[config.mk]
export PLATFORM = sky130hd
export DESIGN_NAME = psubs_seq_16bit_flat
export DESIGN_NICKNAME = d
export VERILOG_FILES = /design/src/rtl/psubs_seq_16bit_if.sv /design/src/rtl/psubs_seq_16bit.sv /design/src/flat_wrapper.sv
export SDC_FILE = /design/constraint.sdc
export NUM_CORES = 1
export LEC_CHECK = 0
export CORE_ASPECT_RATIO = 1.25
export CORE_MARGIN = 2
export CORE_UTILIZATION = 45
export DETAILED_ROUTE_END_ITERATION = 7
export PLACE_DENSITY_LB_ADDON = 0.15
export SLEW_MARGIN = 25
export SYNTH_ARGS = -nofsm -noshare
export SYNTH_HDL_FRONTEND = slang
export SYNTH_SLANG_ARGS = --single-unit
[constraint.sdc]
create_clock -name clk -period 7.2 [get_ports clk]
set_input_delay 1.08 -clock clk [delete_from_list [all_inputs] [get_ports clk]]
set_output_delay 1.08 -clock clk [all_outputs]
set_load 0.02 [all_outputs]
[src/rtl/psubs_seq_16bit_if.sv]
// Start/done handshake bundle for the sequential packed saturating subtractor.
interface psubs_seq_16bit_if;
  logic        start;
  logic [15:0] a_in;
  logic [15:0] b_in;
  logic        busy;
  logic        done;
  logic [15:0] diff_out;
  logic [3:0]  sat_lanes;

  modport master (
    output start, a_in, b_in,
    input  busy, done, diff_out, sat_lanes
  );

  modport slave (
    input  start, a_in, b_in,
    output busy, done, diff_out, sat_lanes
  );
endinterface

[src/rtl/psubs_seq_16bit.sv]
// Packed 4x4-bit signed saturating subtractor, one lane per cycle (a + ~b + 1).
// Optional per-lane overflow flags: define PSUB_LANE_FLAGS_EN.
module psubs_seq_16bit #(
  parameter bit          SAT_EN = 1'b1,
  parameter int unsigned LANE_W = 4
) (
  input logic              clk,
  input logic              rst_n,
  psubs_seq_16bit_if.slave bus
);

  localparam int unsigned LANES = 16 / LANE_W;

  localparam logic [1:0] IDLE = 2'd0;
  localparam logic [1:0] CALC = 2'd1;
  localparam logic [1:0] DONE = 2'd2;

  logic [1:0]        state_q;
  logic [1:0]        cnt_q;
  logic [15:0]       a_q;
  logic [15:0]       b_q;
  logic [15:0]       diff_q;

  logic [LANE_W-1:0] a_lane;
  logic [LANE_W-1:0] b_lane;
  logic [LANE_W-1:0] d_raw;
  logic [LANE_W-1:0] lane_d;
  logic              ovf;

  always_comb begin
    a_lane = a_q[cnt_q*LANE_W +: LANE_W];
    b_lane = b_q[cnt_q*LANE_W +: LANE_W];
    d_raw  = a_lane + ~b_lane + LANE_W'(1);
    ovf    = (a_lane[LANE_W-1] != b_lane[LANE_W-1]) &&
             (d_raw[LANE_W-1]  != a_lane[LANE_W-1]);
    lane_d = d_raw;
    if (SAT_EN && ovf) begin
      lane_d = a_lane[LANE_W-1] ? {1'b1, {(LANE_W-1){1'b0}}}
                                : {1'b0, {(LANE_W-1){1'b1}}};
    end
  end

  always_ff @(posedge clk) begin
    if (!rst_n) begin
      state_q <= IDLE;
      cnt_q   <= '0;
      a_q     <= '0;
      b_q     <= '0;
      diff_q  <= '0;
    end else begin
      case (state_q)
        IDLE: begin
          if (bus.start) begin
            a_q     <= bus.a_in;
            b_q     <= bus.b_in;
            cnt_q   <= '0;
            state_q <= CALC;
          end
        end
        CALC: begin
          diff_q[cnt_q*LANE_W +: LANE_W] <= lane_d;
          cnt_q <= cnt_q + 2'd1;
          if (cnt_q == 2'(LANES - 1)) state_q <= DONE;
        end
        DONE:    state_q <= IDLE;
        default: state_q <= IDLE;
      endcase
    end
  end

`ifdef PSUB_LANE_FLAGS_EN
  logic [3:0] sat_q;

  // Flags track raw overflow, so they report even when SAT_EN lets lanes wrap.
  always_ff @(posedge clk) begin
    if (!rst_n) begin
      sat_q <= '0;
    end else if (state_q == IDLE && bus.start) begin
      sat_q <= '0;
    end else if (state_q == CALC && ovf) begin
      sat_q[cnt_q] <= 1'b1;
    end
  end

  assign bus.sat_lanes = sat_q;
`else
  assign bus.sat_lanes = '0;
`endif

  assign bus.busy     = (state_q == CALC);
  assign bus.done     = (state_q == DONE);
  assign bus.diff_out = diff_q;

endmodule

[src/flat_wrapper.sv]
// flat-port wrapper written by rule: the top's interface ports become plain ports
module psubs_seq_16bit_flat 
#(
  parameter bit          SAT_EN = 1'b1,
  parameter int unsigned LANE_W = 4
)
  (clk, rst_n, bus_start, bus_a_in, bus_b_in, bus_busy, bus_done, bus_diff_out, bus_sat_lanes);
  psubs_seq_16bit_if bus_i ();
  input logic clk;
  input logic rst_n;
  input wire logic [$bits(bus_i.start)-1:0] bus_start;
  input wire logic [$bits(bus_i.a_in)-1:0] bus_a_in;
  input wire logic [$bits(bus_i.b_in)-1:0] bus_b_in;
  output wire logic [$bits(bus_i.busy)-1:0] bus_busy;
  output wire logic [$bits(bus_i.done)-1:0] bus_done;
  output wire logic [$bits(bus_i.diff_out)-1:0] bus_diff_out;
  output wire logic [$bits(bus_i.sat_lanes)-1:0] bus_sat_lanes;
  assign bus_i.start = bus_start;
  assign bus_i.a_in = bus_a_in;
  assign bus_i.b_in = bus_b_in;
  assign bus_busy = bus_i.busy;
  assign bus_done = bus_i.done;
  assign bus_diff_out = bus_i.diff_out;
  assign bus_sat_lanes = bus_i.sat_lanes;
  psubs_seq_16bit #(.SAT_EN(SAT_EN), .LANE_W(LANE_W)) u_core (.clk(clk), .rst_n(rst_n), .bus(bus_i));
endmodule
=== Word level (Yosys, flattened, before mapping) ===
Cells that the tools add are included.

* Multiplexer cells: 8
* Reductions and logical operators: 6
* Equality and inequality tests: 7
* Shifts and indexed selects: 4
* Add/sub/neg operators: 4
* Bitwise operators: 1

{| class="wikitable"
|+ Operators by type and width
! kind !! count
|-
| negation 4 -> 34 bit || 1
|-
| variable shift 4 x 34 -> 16 bit, first input constant || 1
|-
| variable part select 4 x 34 -> 16 bit || 1
|-
| variable part select 16 x 5 -> 4 bit || 2
|-
| bitwise mux 16 bit || 1
|-
| 2-to-1 mux 4 bit || 2
|-
| one-hot mux 2 bit (2 select lines) || 2
|-
| 2-to-1 mux 2 bit || 3
|-
| AND reduction 2 bit || 3
|-
| adder 4 x 1 -> 4 bit, second input constant || 1
|-
| adder 4 bit || 1
|-
| equality test 2 bit, second input constant || 2
|-
| NOT 4 bit || 1
|-
| adder 2 x 1 -> 2 bit, second input constant || 1
|-
| equality test 2 x 1 -> 1 bit, second input constant || 1
|-
| zero test 2 bit || 1
|-
| inequality test 1 bit || 2
|-
| inequality test 2 x 1 -> 1 bit, second input constant || 1
|-
| inequality test 2 bit, second input constant || 1
|-
| nonzero test 2 bit || 1
|-
| logical AND 1 bit || 1
|}

* Register bits after elaboration: 52
* Input bits: 35
* Output and inout bits: 22
* Word-level logic and storage cells: 35

=== Logic depth before layout (Yosys ltp) ===
Gate-level depths: netlist of the first run.

* Word-level depth: 9
* Depth in mapped cells: 11

=== Worst setup path after synthesis of the first run ===
No wires, ideal clock.

* Path type: reg-to-reg
* Start: register u_core.cnt_q[0]
* End: register u_core.diff_q[13] (netlist: u_core.bus.diff_out[13])
* Stages on the path, launching flop included: 11
* Slack: 4.397 ns
* Period minus slack after synthesis: 2.803 ns
* Data arrival time: 2.724 ns
* Cell sequence: dfxtp_1 -> buf_4 -> mux4_2 -> inv_1 -> ha_1 -> a21o_1 -> a21oi_1 -> fa_1 -> nor2b_1 -> nand2_1 -> o211ai_1

* Cells in the longest elaborated chain, start to end: 9
* Elaborated cells between the ends (all ways): 14

{| class="wikitable"
|+ RTL lines
! what !! RTL line !! text
|-
| from (decl) || psubs_seq_16bit.sv:19 || <nowiki>logic [1:0] cnt_q;</nowiki>
|-
| from (signal assigned) || psubs_seq_16bit.sv:62 || <nowiki>cnt_q <= cnt_q + 2'd1;</nowiki>
|-
| variable part select 16 x 5 -> 4 bit || psubs_seq_16bit.sv:32 || <nowiki>b_lane = b_q[cnt_q*LANE_W +: LANE_W];</nowiki>
|-
| NOT 4 bit || psubs_seq_16bit.sv:33 || <nowiki>d_raw = a_lane + ~b_lane + LANE_W'(1);</nowiki>
|-
| adder 4 bit || psubs_seq_16bit.sv:33 ||
|-
| adder 4 x 1 -> 4 bit || psubs_seq_16bit.sv:33 ||
|-
| inequality test 1 bit || psubs_seq_16bit.sv:35 || <nowiki>(d_raw[LANE_W-1] != a_lane[LANE_W-1]);</nowiki>
|-
| logical AND 1 bit || psubs_seq_16bit.sv:34 || <nowiki>ovf = (a_lane[LANE_W-1] != b_lane[LANE_W-1]) &&</nowiki>
|-
| 2-to-1 mux 4 bit || psubs_seq_16bit.sv:37 || <nowiki>if (SAT_EN && ovf) begin</nowiki>
|-
| variable part select 4 x 34 -> 16 bit || psubs_seq_16bit.sv:61 || <nowiki>diff_q[cnt_q*LANE_W +: LANE_W] <= lane_d;</nowiki>
|-
| bitwise mux 16 bit * || psubs_seq_16bit.sv:61 ||
|-
| to (signal, indexed assignment) || psubs_seq_16bit.sv:61 ||
|-
| to (decl) || psubs_seq_16bit.sv:22 || <nowiki>logic [15:0] diff_q;</nowiki>
|}

Every way passes the cells marked *; elsewhere a longest branch is shown, timed or not.
A chain may end at the register's enable or synchronous reset.

=== Worst setup path in the final report of the first run ===
* Start: register u_core.cnt_q[0]
* End: register u_core.diff_q[14] (netlist: u_core.bus.diff_out[14])

The elaborated chain is that of the path after synthesis.

==> results of run 1 <==
[power groups by stage]
stage / combinational [W] / sequential [W] / clock (W)
2_1_floorplan: 0.0000738 / 0.000316 / 0
3_3_place_gp: 0.000109 / 0.000319 / 0
3_5_place_dp: 0.000111 / 0.000319 / 0
4_1_cts: 0.000111 / 0.000312 / 0.000171
5_1_grt: 0.000124 / 0.000314 / 0.000181
6_report: 0.000110 / 0.000312 / 0.000167
[through the flow]
step | instances | utilization, % | total power (W) | setup WS, ns
2_1_floorplan | 285 | - | 0.000390 | 4.40
3_3_place_gp | 383 | 55.9 | 0.000428 | 3.97
3_5_place_dp | 383 | 55.9 | 0.000430 | 3.83
4_1_cts | 391 | 57.6 | 0.000594 | 3.83
5_1_grt | 391 | 57.7 | 0.000620 | 3.57
6_report | 391 | 57.7 | 0.000589 | 3.89
[worst paths after layout]
path	to	start	cells after the start
worst min-delay path	u_core.a_q[12]$_SDFFE_PN0P_	u_core.a_q[12]$_SDFFE_PN0P_	2
worst max register to register	u_core.bus.diff_out[14]$_SDFFE_PN0P_	u_core.cnt_q[0]$_SDFFE_PN0P_	9
worst min register to register	u_core.a_q[12]$_SDFFE_PN0P_	u_core.a_q[12]$_SDFFE_PN0P_	2
worst max-delay path	u_core.bus.diff_out[14]$_SDFFE_PN0P_	u_core.cnt_q[0]$_SDFFE_PN0P_	9
[cells in the final DEF, fill, tap and decap left out, types with 6 or more instances in the layout]
cell type        count
a21boi_0            36
clkbuf_8             6
clkdlybuf4s50_1     52
dfxtp_1             52
ha_1                 9
inv_1                7
mux4_2               8
nand2_1             84
nand3_1             11
nor2b_1              8
o211ai_1            12
[registers in the layout, summed over array words and instances, names as in the netlist]
name / cells
u_core.cnt_q: 2
u_core.b_q: 16
u_core.bus.diff_out: 16
u_core.state_q: 2
u_core.a_q: 16
[cells by family (layout without fill, tap and decap cells)]
| logic type | after synthesis | count (layout) | synth area share, % |
|---|---|---|---|
| other cells | 1 | 4 | 0.148 |
| flops | 52 | 52 | 41.2 |
| buf+inv | 27 | 69 | 5.25 |
| compound gates | 57 | 57 | 16.8 |
| mux | 8 | 8 | 7.13 |
| simple gates | 125 | 125 | 23.1 |
| xor+xnor | 1 | 1 | 0.347 |
| fa+ha+maj | 11 | 11 | 6.04 |
[cell type report]
cell class	count	area [um2]	share of cell area, %
multi-input cells	206	1370	43.6
inverters	8	30.0	0.957
well taps	64	80.1	2.55
repair buffers	53	528	16.8
flip-flops and latches	52	1040	33.2
clock buffers	8	90.1	2.87
[tightest hold or removal path: cells and delay by family (launching register included)]
| family | cells | cell delay (ns) |
|---|---|---|
| compound gates | 1 | 0.06 |
| simple gates | 1 | 0.04 |
| flops | 1 | 0.31 |
[synthesized netlist by cell type, drive strengths merged]
master	n
nand3	11
nor2	5
conb	1
nor4	1
nor2b	10
a21o	1
o21bai	1
nand2	85
nand4bb	1
a21oi	1
nor3b	1
inv	7
fa	2
o211ai	12
xor2	1
a22oi	5
a21boi	36
nand4	4
mux4	8
and2	2
buf	13
ha	9
clkinv	1
dfxtp	52
nand2b	2
nand3b	1
nor4b	1
and3	1
o21a	1
clkbuf	6
[per-layer routing]
metal	GRT usage [%]	vias to the layer above	share of wire (%)	routed length [um]
met5	0	-	0	0
met4	5.83	0	1.8	92
met3	3.57	8	3.9	194
met2	31.8	48	51	2540
met1	19.7	901	43	2170
li1	-	1042	-	-
==> results.py, run 1 <==
metrics = {
    "routing": {
        "ant_nets": 0,
        "drt-initial-drc-count": 97,
        "firstDrtPassIters": 4,
        "vias": 1999,
        "drcViolationCount": 0,
        "viasPerCell": 5.11,
        "routed_wl_mm": 5.00,
        "routedWlPerCell_um": 12.8,
    },
    "synthesis": {
        "yosysTopAreaCell": "dfxtp_1",
        "syn_area_mm2": 0.00253,
        "synth_top_area_share_pct": 41.2,
        "synth_warnings": 0,
        "yosys-top-cells-area": "dfxtp_1, nand2_1, a21boi_0",
        "synthCells": 282,
        "yosys.cell_types.count": 36,
        "syn_avg_cell_area_um2": 8.96,
        "ys_seq_area_share_pct": 41.2,
        "ys_ff_latch": 52,
    },
    "global_routing": {
        "grt_pass1_vias": 1919,
        "globalRouteOverflowTotal": 0,
        "grt_first_pass_wirelength_mm": 8.54,
        "antenna_found_initial": 0,
        "track_usage_pct": 17.2,
        "grt_max_degree": 54,
    },
    "setup_path": {
        "critPathBufInv": 1,
        "crit_fanout": 16,
        "crit_path_max_incr_delay_ns": 0.86,
        "crit_type": "register to register",
        "end_kind": "register",
        "slowest_stage": "dfxtp_1",
        "worstPathArrival_ns": 3.53,
        "path_cells": "mux4_2, inv_1, ha_1, a21o_1, a21oi_1, fa_1, nor2b_1, nand2_1, o211ai_1",
        "critPathTopFamily": "flip-flops",
        "cp-start-kind": "register",
        "cp.required_ns": 7.42,
        "rrSetupSlack_ns": 3.89,
    },
    "sta": {
        "tightest_slew_ns": 0.815,
        "fmax_mhz": 302,
        "fin_crit_sh_pct": 46.0,
        "drv_slew": 0,
        "rsz0062_at_grt": "no",
        "skew_ns": 0.0106,
        "hold_viol": 0,
        "slew_headroom_pct": 45.6,
        "fin_setup_tns_ns": 0,
        "holdWs_ns": 0.464,
        "setup-violations-final": 0,
        "finalCriticalPeriod_ns": 3.31,
    },
    "cts": {
        "cts_buffers": 5,
        "clkLatencyLatePin_ns": 0.30,
        "cts_resized": 0,
        "clkTransAtPathRegs_ns": 0.09,
        "cts_sinks": 52,
        "cts.path.max_buffers": 2,
        "postCtsSetupBuffers": 0,
        "tritoncts": "built",
        "cts-root-buf": "clkbuf_8",
        "cts_hold_buf": 0,
        "htreeDepth": 2,
    },
    "place": {
        "detailed_place_hpwl_mm": 3.75,
        "gp_routability_congestion": 0.757,
        "portBuffers": 52,
        "placed_area_mm2": 0.00304,
    },
    "floorplan": {
        "die_x_um": 71.0,
        "die_area_mm2": 0.00624,
        "fp.coreArea_mm2": 0.00544,
        "initial_core_util_pct": 46.4,
        "io_pins": 57,
        "num_rows": 30,
        "die_y_um": 87.8,
    },
    "power_and_ir_drop": {
        "p_clk_share_pct": 28.4,
        "switching_share_pct": 26.6,
        "p_seq_share_pct": 53.0,
        "leakage_nw": 1.09,
        "comb_power_share_pct": 18.7,
        "p_int_w": 0.000432,
        "peakVddDrop_mv": 0.103,
        "p_per_area_mw_per_mm2": 188,
        "p_switching_w": 0.000157,
    },
    "job": {
        "drv_cap": 0,
    },
    "min_path": {
        "hp-class": "register to register",
    },
    "run_status": {
        "status": "complete, no violations",
    },
    "final_layout": {
        "nets": 372,
        "syn2layout_area_growth_pct": 24.2,
        "diodes": 0,
        "drive_above_1_share_pct": 6.73,
        "num-fill-cells": 527,
        "design_area_mm2": 0.00314,
    },
}
(Power assumes the default switching activity.)
==> run 2: changes to the inputs <==
==> constraint.sdc (replaced) <==
create_clock -name clk -period 3.2 [get_ports clk]
set_input_delay 0.48 -clock clk [delete_from_list [all_inputs] [get_ports clk]]
set_output_delay 0.48 -clock clk [all_outputs]
set_load 0.02 [all_outputs]
==> results.py, run 2 (synthesis gave the netlist of run 1 again) <==
metrics = {
    "cts": {
        "cts_sinks": 52,
        "postCtsSetupBuffers": 0,
        "cts_resized": 0,
        "cts-root-buf": "clkbuf_8",
        "cts.path.max_buffers": 2,
        "clkLatencyLatePin_ns": 0.31,
        "cts_buffers": 5,
        "cts_hold_buf": 0,
        "htreeDepth": 2,
        "tritoncts": "built",
        "clkTransAtPathRegs_ns": 0.10,
    },
    "floorplan": {
        "die_x_um": 71.0,
        "die_area_mm2": 0.00624,
        "fp.coreArea_mm2": 0.00544,
        "num_rows": 30,
        "die_y_um": 87.8,
        "io_pins": 57,
        "initial_core_util_pct": 46.4,
    },
    "sta": {
        "finalCriticalPeriod_ns": 2.87,
        "skew_ns": 0.0107,
        "fin_crit_sh_pct": 89.8,
        "rsz0062_at_grt": "no",
        "fmax_mhz": 348,
        "hold_viol": 0,
        "tightest_slew_ns": 0.789,
        "fin_setup_tns_ns": 0,
        "drv_slew": 0,
        "slew_headroom_pct": 47.2,
        "setup-violations-final": 0,
    },
    "place": {
        "placed_cells": 387,
        "gp_routability_congestion": 0.803,
        "portBuffers": 52,
        "detailed_place_hpwl_mm": 3.98,
        "placed_area_mm2": 0.00307,
    },
    "routing": {
        "firstDrtPassIters": 4,
        "vias": 2036,
        "drcViolationCount": 0,
        "routed_wl_mm": 5.15,
        "routedWlPerCell_um": 13.0,
        "viasPerCell": 5.15,
        "ant_nets": 0,
        "drt-initial-drc-count": 158,
    },
    "global_routing": {
        "grt_max_degree": 34,
        "globalRouteOverflowTotal": 0,
        "antenna_found_initial": 0,
        "grt_pass1_vias": 1894,
        "grt_first_pass_wirelength_mm": 8.74,
        "track_usage_pct": 17.7,
    },
    "run_status": {
        "status": "complete, no violations",
    },
    "setup_path": {
        "cp-endpoint": "u_core.bus.diff_out[12]$_SDFFE_PN0P_",
        "rrSetupSlack_ns": 0.33,
        "crit_type": "register to register",
        "reg2reg_from": "u_core.cnt_q[0]$_SDFFE_PN0P_",
        "r2r_cells": 9,
        "cp-start-kind": "register",
        "worstReg2RegEnd": "u_core.bus.diff_out[12]$_SDFFE_PN0P_",
        "cp.required_ns": 3.43,
        "worstPathArrival_ns": 3.10,
        "startpoint": "u_core.cnt_q[0]$_SDFFE_PN0P_",
        "end_kind": "register",
        "crit_fanout": 11,
    },
    "min_path": {
        "hold_start": "u_core.b_q[11]$_SDFFE_PN0P_",
        "hp-class": "register to register",
    },
    "job": {
        "drv_cap": 0,
    },
    "final_layout": {
        "syn2layout_area_growth_pct": 25.5,
        "design_area_mm2": 0.00317,
        "num-fill-cells": 511,
        "drive_above_1_share_pct": 8.16,
        "diodes": 0,
        "stdcell_count": 395,
        "layout_commonest_cell": "nand2_1",
        "multi_input_area_mm2": 0.00137,
        "layout_common_cells": "nand2_1, clkdlybuf4s50_1, dfxtp_1",
        "final_util_pct": 58.3,
        "nets": 376,
        "layout.area.seq_mm2": 0.00104,
    },
    "power_and_ir_drop": {
        "leakage_nw": 1.12,
        "peakVddDrop_mv": 0.219,
        "p_per_area_mw_per_mm2": 424,
        "total_power_w": 0.00135,
    },
}
[run 2: worst max-delay path: stages, from the launching register on]
cell and delay (ns):
dfxtp_2 0.44, buf_4 0.24, mux4_2 0.52, inv_1 0.08, ha_1 0.25, a21oi_1 0.18, fa_1 0.44, nor2b_1 0.28
nand2_1 0.15, o211ai_1 0.22
[run 2: power breakdown]
| part | switching (W) | leakage (nW) | internal (W) |
|---|---|---|---|
| logic | 0.000136 | 0.643 | 0.000121 |
| registers | 0.0000197 | 0.425 | 0.000678 |
| clock network | 0.000213 | 0.0516 | 0.000177 |
| total | 0.000369 | 1.12 | 0.000977 |
[run 2: routing by layer]
| metal | up-vias | track usage, % | part of all wire [%] |
|---|---|---|---|
| li1 | 1049 | - | - |
| met1 | 937 | 20.8 | 43 |
| met2 | 43 | 32.2 | 52 |
| met3 | 7 | 3.11 | 3.8 |
| met4 | 0 | 6.35 | 1.5 |
| met5 | - | 0 | 0 |
[run 2: layout make-up]
type / instances / area share (%)
Tap cell: 64 / 2.52
Sequential cell: 52 / 32.9
Timing Repair Buffer: 57 / 17.6
Multi-Input combinational cell: 206 / 43.0
Clock inverter: 2 / 0.434
Clock buffer: 6 / 2.60
Inverter: 8 / 0.947
[run 2: per-stage QoR]
stage / setup slack [ns] / hold WS, ns
6_report: 0.327 / 0.465
5_1_grt: 0.142 / 0.494
4_1_cts: 0.145 / 0.468
3_5_place_dp: 0.177 / 0.455
3_3_place_gp: 0.325 / 0.452
2_1_floorplan: 0.397 / 0.440
[run 2: how the worst min path moves through the flow]
stage | end | slack [ns] | cells after the start
final | u_core.b_q[11]$_SDFFE_PN0P_ | 0.47 | 2
after global routing | u_core.b_q[14]$_SDFFE_PN0P_ | 0.49 | 2
after CTS | u_core.b_q[11]$_SDFFE_PN0P_ | 0.47 | 2
after detailed placement | u_core.b_q[11]$_SDFFE_PN0P_ | 0.46 | 2
after global placement | u_core.b_q[11]$_SDFFE_PN0P_ | 0.45 | 2
after floorplan | u_core.a_q[10]$_SDFFE_PN0P_ | 0.44 | 2
